`src/rtl/seq_pattern_tx.sv`:
```
// seq_pattern_tx: serial pattern transmitter.
// Takes a WIDTH-bit word on a valid/ready handshake and shifts it out MSB-first
// on ser_out with a ser_valid strobe. The word can be sent again rep_cnt more
// times, with GAP_CYCLES idle cycles between copies.
//
// Optional feature: define SEQ_PATTERN_TX_PREAMBLE_EN to send the PRE_LEN-bit
// PRE_PATTERN, MSB-first, before every copy of the word.
//
// Handshake: a word is taken on the rising edge where data_valid && data_ready.
// data_ready is high only while idle. data_valid while data_ready is low is
// ignored and nothing is queued.
//
// All outputs come straight from flops. The next value of each output is
// worked out from the next state in the combinational block.
module seq_pattern_tx #(
    parameter int         WIDTH       = 8,
    parameter int         GAP_CYCLES  = 2,
    parameter logic [7:0] PRE_PATTERN = 8'b0000_1010,
    parameter int         PRE_LEN     = 4
) (
    input  logic             clk,
    input  logic             rst,
    input  logic [WIDTH-1:0] data_in,
    input  logic             data_valid,
    output logic             data_ready,
    input  logic [3:0]       rep_cnt,
    output logic             ser_out,
    output logic             ser_valid,
    output logic             busy,
    output logic             done
);

    // Stop elaboration early on parameter values the datapath cannot handle.
    if (WIDTH < 2 || WIDTH > 32) begin : g_bad_width
        $error("seq_pattern_tx: WIDTH must be 2..32");
    end
    if (GAP_CYCLES < 0 || GAP_CYCLES > 15) begin : g_bad_gap
        $error("seq_pattern_tx: GAP_CYCLES must be 0..15");
    end
    if (PRE_LEN < 1 || PRE_LEN > 8) begin : g_bad_pre_len
        $error("seq_pattern_tx: PRE_LEN must be 1..8");
    end
    if ((PRE_PATTERN >> PRE_LEN) != 8'd0) begin : g_bad_pre_pattern
        $error("seq_pattern_tx: PRE_PATTERN has bits above PRE_LEN");
    end

    localparam int             BW       = $clog2(WIDTH);
    localparam logic [BW-1:0]  BIT_LAST = BW'(WIDTH - 1);
    // A gap count of 0 never enters GAP, so this value only matters when GAP_CYCLES > 0.
    localparam logic [3:0]     GAP_LAST = (GAP_CYCLES > 0) ? 4'(GAP_CYCLES - 1) : 4'd0;

`ifdef SEQ_PATTERN_TX_PREAMBLE_EN
    // The preamble is left-aligned, so bit 7 of the shifter is always the bit going out.
    localparam logic [7:0] PRE_INIT = 8'(PRE_PATTERN << (8 - PRE_LEN));
    localparam logic [2:0] PRE_LAST = 3'(PRE_LEN - 1);
`endif

    typedef enum logic [1:0] {
        IDLE  = 2'd0,
        PRE   = 2'd1,
        SHIFT = 2'd2,
        GAP   = 2'd3
    } state_t;

    state_t           state, state_n;
    logic [WIDTH-1:0] hold_data, hold_data_n;  // word kept for reloads between copies
    logic [WIDTH-1:0] shreg, shreg_n;          // payload shifter, MSB is on the line
    logic [BW-1:0]    bit_cnt, bit_cnt_n;      // payload bit index 0..WIDTH-1
    logic [3:0]       gap_cnt, gap_cnt_n;      // idle cycle index 0..GAP_CYCLES-1
    logic [3:0]       rep_left, rep_left_n;    // copies still owed after this one; loaded from rep_cnt
    logic             ser_out_n, ser_valid_n, busy_n, done_n, data_ready_n;

`ifdef SEQ_PATTERN_TX_PREAMBLE_EN
    logic [7:0]       pre_sh, pre_sh_n;        // preamble shifter, bit 7 is on the line
    logic [2:0]       pre_cnt, pre_cnt_n;      // preamble bit index 0..PRE_LEN-1
`endif

    // State, datapath and output registers. Reset aborts any transfer at once.
    always_ff @(posedge clk or posedge rst) begin
        if (rst) begin
            state      <= IDLE;
            hold_data  <= '0;
            shreg      <= '0;
            bit_cnt    <= '0;
            gap_cnt    <= '0;
            rep_left   <= '0;
            ser_out    <= 1'b0;
            ser_valid  <= 1'b0;
            busy       <= 1'b0;
            done       <= 1'b0;
            data_ready <= 1'b1;
`ifdef SEQ_PATTERN_TX_PREAMBLE_EN
            pre_sh     <= '0;
            pre_cnt    <= '0;
`endif
        end else begin
            state      <= state_n;
            hold_data  <= hold_data_n;
            shreg      <= shreg_n;
            bit_cnt    <= bit_cnt_n;
            gap_cnt    <= gap_cnt_n;
            rep_left   <= rep_left_n;
            ser_out    <= ser_out_n;
            ser_valid  <= ser_valid_n;
            busy       <= busy_n;
            done       <= done_n;
            data_ready <= data_ready_n;
`ifdef SEQ_PATTERN_TX_PREAMBLE_EN
            pre_sh     <= pre_sh_n;
            pre_cnt    <= pre_cnt_n;
`endif
        end
    end

    // Next state and datapath, then the registered outputs derived from them.
    always_comb begin
        state_n     = state;
        hold_data_n = hold_data;
        shreg_n     = shreg;
        bit_cnt_n   = bit_cnt;
        gap_cnt_n   = gap_cnt;
        rep_left_n  = rep_left;
        done_n      = 1'b0;
`ifdef SEQ_PATTERN_TX_PREAMBLE_EN
        pre_sh_n    = pre_sh;
        pre_cnt_n   = pre_cnt;
`endif

        case (state)
            IDLE: begin
                // Accept. data_ready is high exactly while in IDLE.
                if (data_valid) begin
                    hold_data_n = data_in;
                    rep_left_n  = rep_cnt;
                    shreg_n     = data_in;
                    bit_cnt_n   = '0;
`ifdef SEQ_PATTERN_TX_PREAMBLE_EN
                    pre_sh_n    = PRE_INIT;
                    pre_cnt_n   = '0;
                    state_n     = PRE;
`else
                    state_n     = SHIFT;
`endif
                end
            end

`ifdef SEQ_PATTERN_TX_PREAMBLE_EN
            PRE: begin
                // The payload shifter was loaded on entry, so SHIFT can start at once.
                if (pre_cnt == PRE_LAST) begin
                    state_n = SHIFT;
                end else begin
                    pre_sh_n  = {pre_sh[6:0], 1'b0};
                    pre_cnt_n = pre_cnt + 3'd1;
                end
            end
`endif

            SHIFT: begin
                if (bit_cnt == BIT_LAST) begin
                    if (rep_left != 4'd0) begin
                        rep_left_n = rep_left - 4'd1;
                        if (GAP_CYCLES > 0) begin
                            gap_cnt_n = '0;
                            state_n   = GAP;
                        end else begin
                            // No gap: the next copy starts in the very next cycle.
                            shreg_n   = hold_data;
                            bit_cnt_n = '0;
`ifdef SEQ_PATTERN_TX_PREAMBLE_EN
                            pre_sh_n  = PRE_INIT;
                            pre_cnt_n = '0;
                            state_n   = PRE;
`else
                            state_n   = SHIFT;
`endif
                        end
                    end else begin
                        // Last bit of the last copy. done is high in the first IDLE cycle.
                        state_n = IDLE;
                        done_n  = 1'b1;
                    end
                end else begin
                    shreg_n   = {shreg[WIDTH-2:0], 1'b0};
                    bit_cnt_n = bit_cnt + BW'(1);
                end
            end

            GAP: begin
                if (gap_cnt == GAP_LAST) begin
                    shreg_n   = hold_data;
                    bit_cnt_n = '0;
`ifdef SEQ_PATTERN_TX_PREAMBLE_EN
                    pre_sh_n  = PRE_INIT;
                    pre_cnt_n = '0;
                    state_n   = PRE;
`else
                    state_n   = SHIFT;
`endif
                end else begin
                    gap_cnt_n = gap_cnt + 4'd1;
                end
            end

            default: begin
                state_n = IDLE;
            end
        endcase

        // ser_out is forced low whenever ser_valid is low.
        ser_valid_n = 1'b0;
        ser_out_n   = 1'b0;
        if (state_n == SHIFT) begin
            ser_valid_n = 1'b1;
            ser_out_n   = shreg_n[WIDTH-1];
        end
`ifdef SEQ_PATTERN_TX_PREAMBLE_EN
        else if (state_n == PRE) begin
            ser_valid_n = 1'b1;
            ser_out_n   = pre_sh_n[7];
        end
`endif
        busy_n       = (state_n != IDLE);
        data_ready_n = (state_n == IDLE);
    end

endmodule

```
`config.mk`:
```
export PLATFORM = sky130hd
export DESIGN_NAME = seq_pattern_tx
export DESIGN_NICKNAME = d
export VERILOG_FILES = /design/src/rtl/seq_pattern_tx.sv
export SDC_FILE = /design/constraint.sdc
export NUM_CORES = 1
export LEC_CHECK = 0
export BUFFER_PORTS_ARGS = -buffer_cell sky130_fd_sc_hd__buf_4
export CORE_MARGIN = 2
export CORE_UTILIZATION = 40
export CTS_BUF_LIST = sky130_fd_sc_hd__clkbuf_8
export DETAILED_ROUTE_END_ITERATION = 7
export HOLD_SLACK_MARGIN = 0.02
export SLEW_MARGIN = 20
export SYNTH_ARGS = -nofsm -noshare
export SYNTH_HDL_FRONTEND = slang
export SYNTH_SLANG_ARGS = --single-unit
export TNS_END_PERCENT = 1
```
`constraint.sdc`:
```
create_clock -name clk -period 1.8 [get_ports clk]
set_input_delay 0.54 -clock clk [delete_from_list [all_inputs] [get_ports clk]]
set_output_delay 0.54 -clock clk [all_outputs]
set_load 0.1 [all_outputs]
```
==> flow_summary.yaml <==
worst_setup_path:
  max_stage_delay_ps: 390
  timing.rr.end: "shreg[5]$_DFFE_PP0P_"
  path_depth: 6
  critPathMaxFanout: 10
  worstPathArrival_ps: 2030
  crit_path_end: "shreg[5]$_DFFE_PP0P_"
  worstSetupEndpointType: "register"
  crit_required_ps: 1980
  reg2reg_from: "gap_cnt[1]$_DFFE_PP0P_"
  startpoint: "gap_cnt[1]$_DFFE_PP0P_"
  critPathLaunchType: "register"
  rrSetupSlack_ps: -50
  worstSetupPathType: "register to register"
  cpMaxStageDelayCell: "dfrtp_1"
  cpLargestDelayFamily: "compound AO/OA/AOI/OAI gates"
  ff2ff_path_depth: 6
  worst-path-buf-inv: 1
  path_cells: "inv_2 -> ha_1 -> or3b_4 -> nor2b_4 -> a211o_4 -> a221o_1"
layout:
  nets: 196
  syn_to_final_growth_pct: 23.6
  antennaDiodeCount: 0
  layout_common_cells: "dfrtp_1, buf_4, a21oi_1"
  final_layout_size_suffix_gt1_share_pct: 31.6
  multi_input_area_um2: 679
  seqCellArea_um2: 827
  fill_cells: 335
  utilization_pct: 51.9
place:
  numPortBuffers: 19
  gp_congestion: 0.774
  hpwlAfterDp_um: 2310
run_status:
  failed_checks: "negative setup slack"
  status: "finished with violations"
sta:
  slew_violations: 0
  slew_headroom_pct: 68.1
  clock.fmax_ghz: 0.540
  fin_crit_sh_pct: 103
  setup_ws_ps: -53.1
  finalHoldViolCount: 0
  tightest_slew_ps: 476
  setup_tns_ps: -293
  finalSetupViolCount: 8
  rsz0062_at_grt: "true"
  clock_skew_ps: 6.97
  min_period_ps: 1850
yosys:
  synth_top_family_by_area: "compound AO/OA/AOI/OAI gates"
  synth_edf_count: 0
  synthCells: 143
  synth_area_mm2: 0.00156
  synth_xor_xnor_area_share_pct: 0.562
  yosysUniqueCellTypes: 37
  synth-async-reset-ratio_pct: 100
  synth.area.top_cells: "dfrtp_1, mux2_2, ha_1"
  ys.warnings.count: 0
  synth_top_cell_area_share_pct: 51.4
  ys_ff_latch: 33
  synth_mux_area_share_pct: 7.14
  synthFlopType: "dfrtp_1"
  yosysTopAreaCell: "dfrtp_1"
  syn_nets: 163
  synth_seq_area_share_pct: 53.0
  yosys.area_share.simple_pct: 14.8
  synth_compound_area_share_pct: 16.3
  synth_fa_ha_area_share_pct: 4.01
  syn_avg_cell_area_um2: 10.9
floorplan:
  io_pins: 20
  die_area_mm2: 0.00441
  rows: 22
  dieHeight_um: 66.4
  dieWidth_um: 66.4
  core_region_area_mm2: 0.00372
  initial_core_util_pct: 42.0
clocking:
  cts_resized: 2
  cts_setup_buffers: 0
  clk_pin_slew_ps: 70
  clk_path_buf_depth: 2
  tritoncts: "built"
  cts_made_buffers: 5
  cts_hold_buf: 0
  cts_root_buffer: "clkbuf_8"
  cts_htree_levels: 2
  cts_sinks: 33
  clk_latency_ps: 290
drt:
  first_pass_iters: 4
  via_per_inst: 5.19
  routed_wl_um: 3140
  wire_per_inst_um: 14.0
  antenna_left: 0
  vias: 1167
  drt_iter0_drc: 72
  drc_errors: 0
min_path:
  hold_path.class: "primary input to asynchronous set/reset pin"
power_and_ir_drop:
  power_density_mw_per_mm2: 1570
  p_comb_share_pct: 42.9
  net-switching-power_uw: 1130
  pwr-share-clk_pct: 18.0
  p_leak_uw: 0.000913
  ir_worst_vdd_uv: 583
  p_seq_share_pct: 39.1
  p_int_uw: 1900
  p_sw_share_pct: 37.4
job:
  max-cap-violations: 0
grt:
  grt_pass1_wl_um: 5550
  met1_usage_pct: 22.0
  grt_antenna_before_repair: 0
  grt_use_met2_pct: 27.8
  grt.overflow.total: 0
  grt_pass1_vias: 1205
  track_usage_pct: 17.3
  grt_max_degree: 34
  grtUsageMet3_pct: 4.60
  grt_busiest_layer: "met2"
## power by group through the flow
| stage | combinational, µW | clock (µW) | sequential, µW |
|---|---|---|---|
| 6_report | 1300 | 544 | 1180 |
| 5_1_grt | 1460 | 602 | 1220 |
| 4_1_cts | 1300 | 566 | 1180 |
| 3_5_place_dp | 1280 | 0 | 1190 |
| 3_3_place_gp | 1210 | 0 | 1180 |
| 2_1_floorplan | 796 | 0 | 1310 |
## cells in the mapped netlist, types with 3 or more instances
library cell   n
ha_1           5
dfrtp_1       32
nand3_1        7
nor2_1         9
mux2_2         9
nand2_1        7
a221o_1        6
a21oi_1       11
inv_1          9
o21ai_0       10
a22o_1         3
clkbuf_1       4
## flip-flops by register name, summed over array words and instances, names as in the netlist
name and cells:
ser_out 1, data_ready 1, shreg 7, bit_cnt 3
rep_left 4, done 1, state 2, hold_data 8
gap_cnt 4, busy 1, ser_valid 1
## metal layers
metal	up-vias	share of wire [%]
met5	-	0
met2	19	50
met1	569	46
li1	577	-
met3	2	3.9
met4	0	0.41
## how the worst min path moves through the flow
stage / startpoint / to / slack, ps / cells after the start
2_1_floorplan: hold_data[7]$_DFFE_PP0P_ / ser_out$_DFF_PP0_ / 450 / 1
3_3_place_gp: hold_data[7]$_DFFE_PP0P_ / ser_out$_DFF_PP0_ / 460 / 1
3_5_place_dp: hold_data[7]$_DFFE_PP0P_ / ser_out$_DFF_PP0_ / 470 / 1
4_1_cts: rst / ser_valid$_DFF_PP0_ / 350 / 3
5_1_grt: rst / bit_cnt[1]$_DFFE_PP0P_ / 370 / 3
6_report: rst / ser_valid$_DFF_PP0_ / 340 / 3
## cell families after synthesis
kind of cell	count (synthesis)
AOI/OAI and AO/OA	38
adders and majority gates	5
muxes	10
buffers and inverters	15
and+or+nand+nor	41
DFF	33
xor gates and xnor gates	1
## area by class of cell
class	count	share of cell area, %
sequential	33	42.9
tap	48	3.12
timing repair buffer	32	12.5
clock inverter	3	0.909
clock buffer	5	3.57
inverter	9	1.75
multi-input combinational	95	35.3
## stage by stage
| stage | power [µW] | std cells | instance area [µm²] | hold slack, ps | setup slack [ps] |
|---|---|---|---|---|---|
| 2_1_floorplan | 2110 | 143 | 1560 | 445 | -64.3 |
| 3_3_place_gp | 2400 | 217 | 1830 | 458 | -104 |
| 3_5_place_dp | 2470 | 217 | 1830 | 468 | -148 |
| 4_1_cts | 3050 | 225 | 1920 | 345 | -79.4 |
| 5_1_grt | 3280 | 225 | 1930 | 371 | -142 |
| 6_report | 3030 | 225 | 1930 | 338 | -53.1 |
## tightest hold or removal path, delay by kind of cell
| family | cells | cell delay, ps |
|---|---|---|
| buffers and inverters | 3 | 510 |
(Power assumes the default switching activity.)
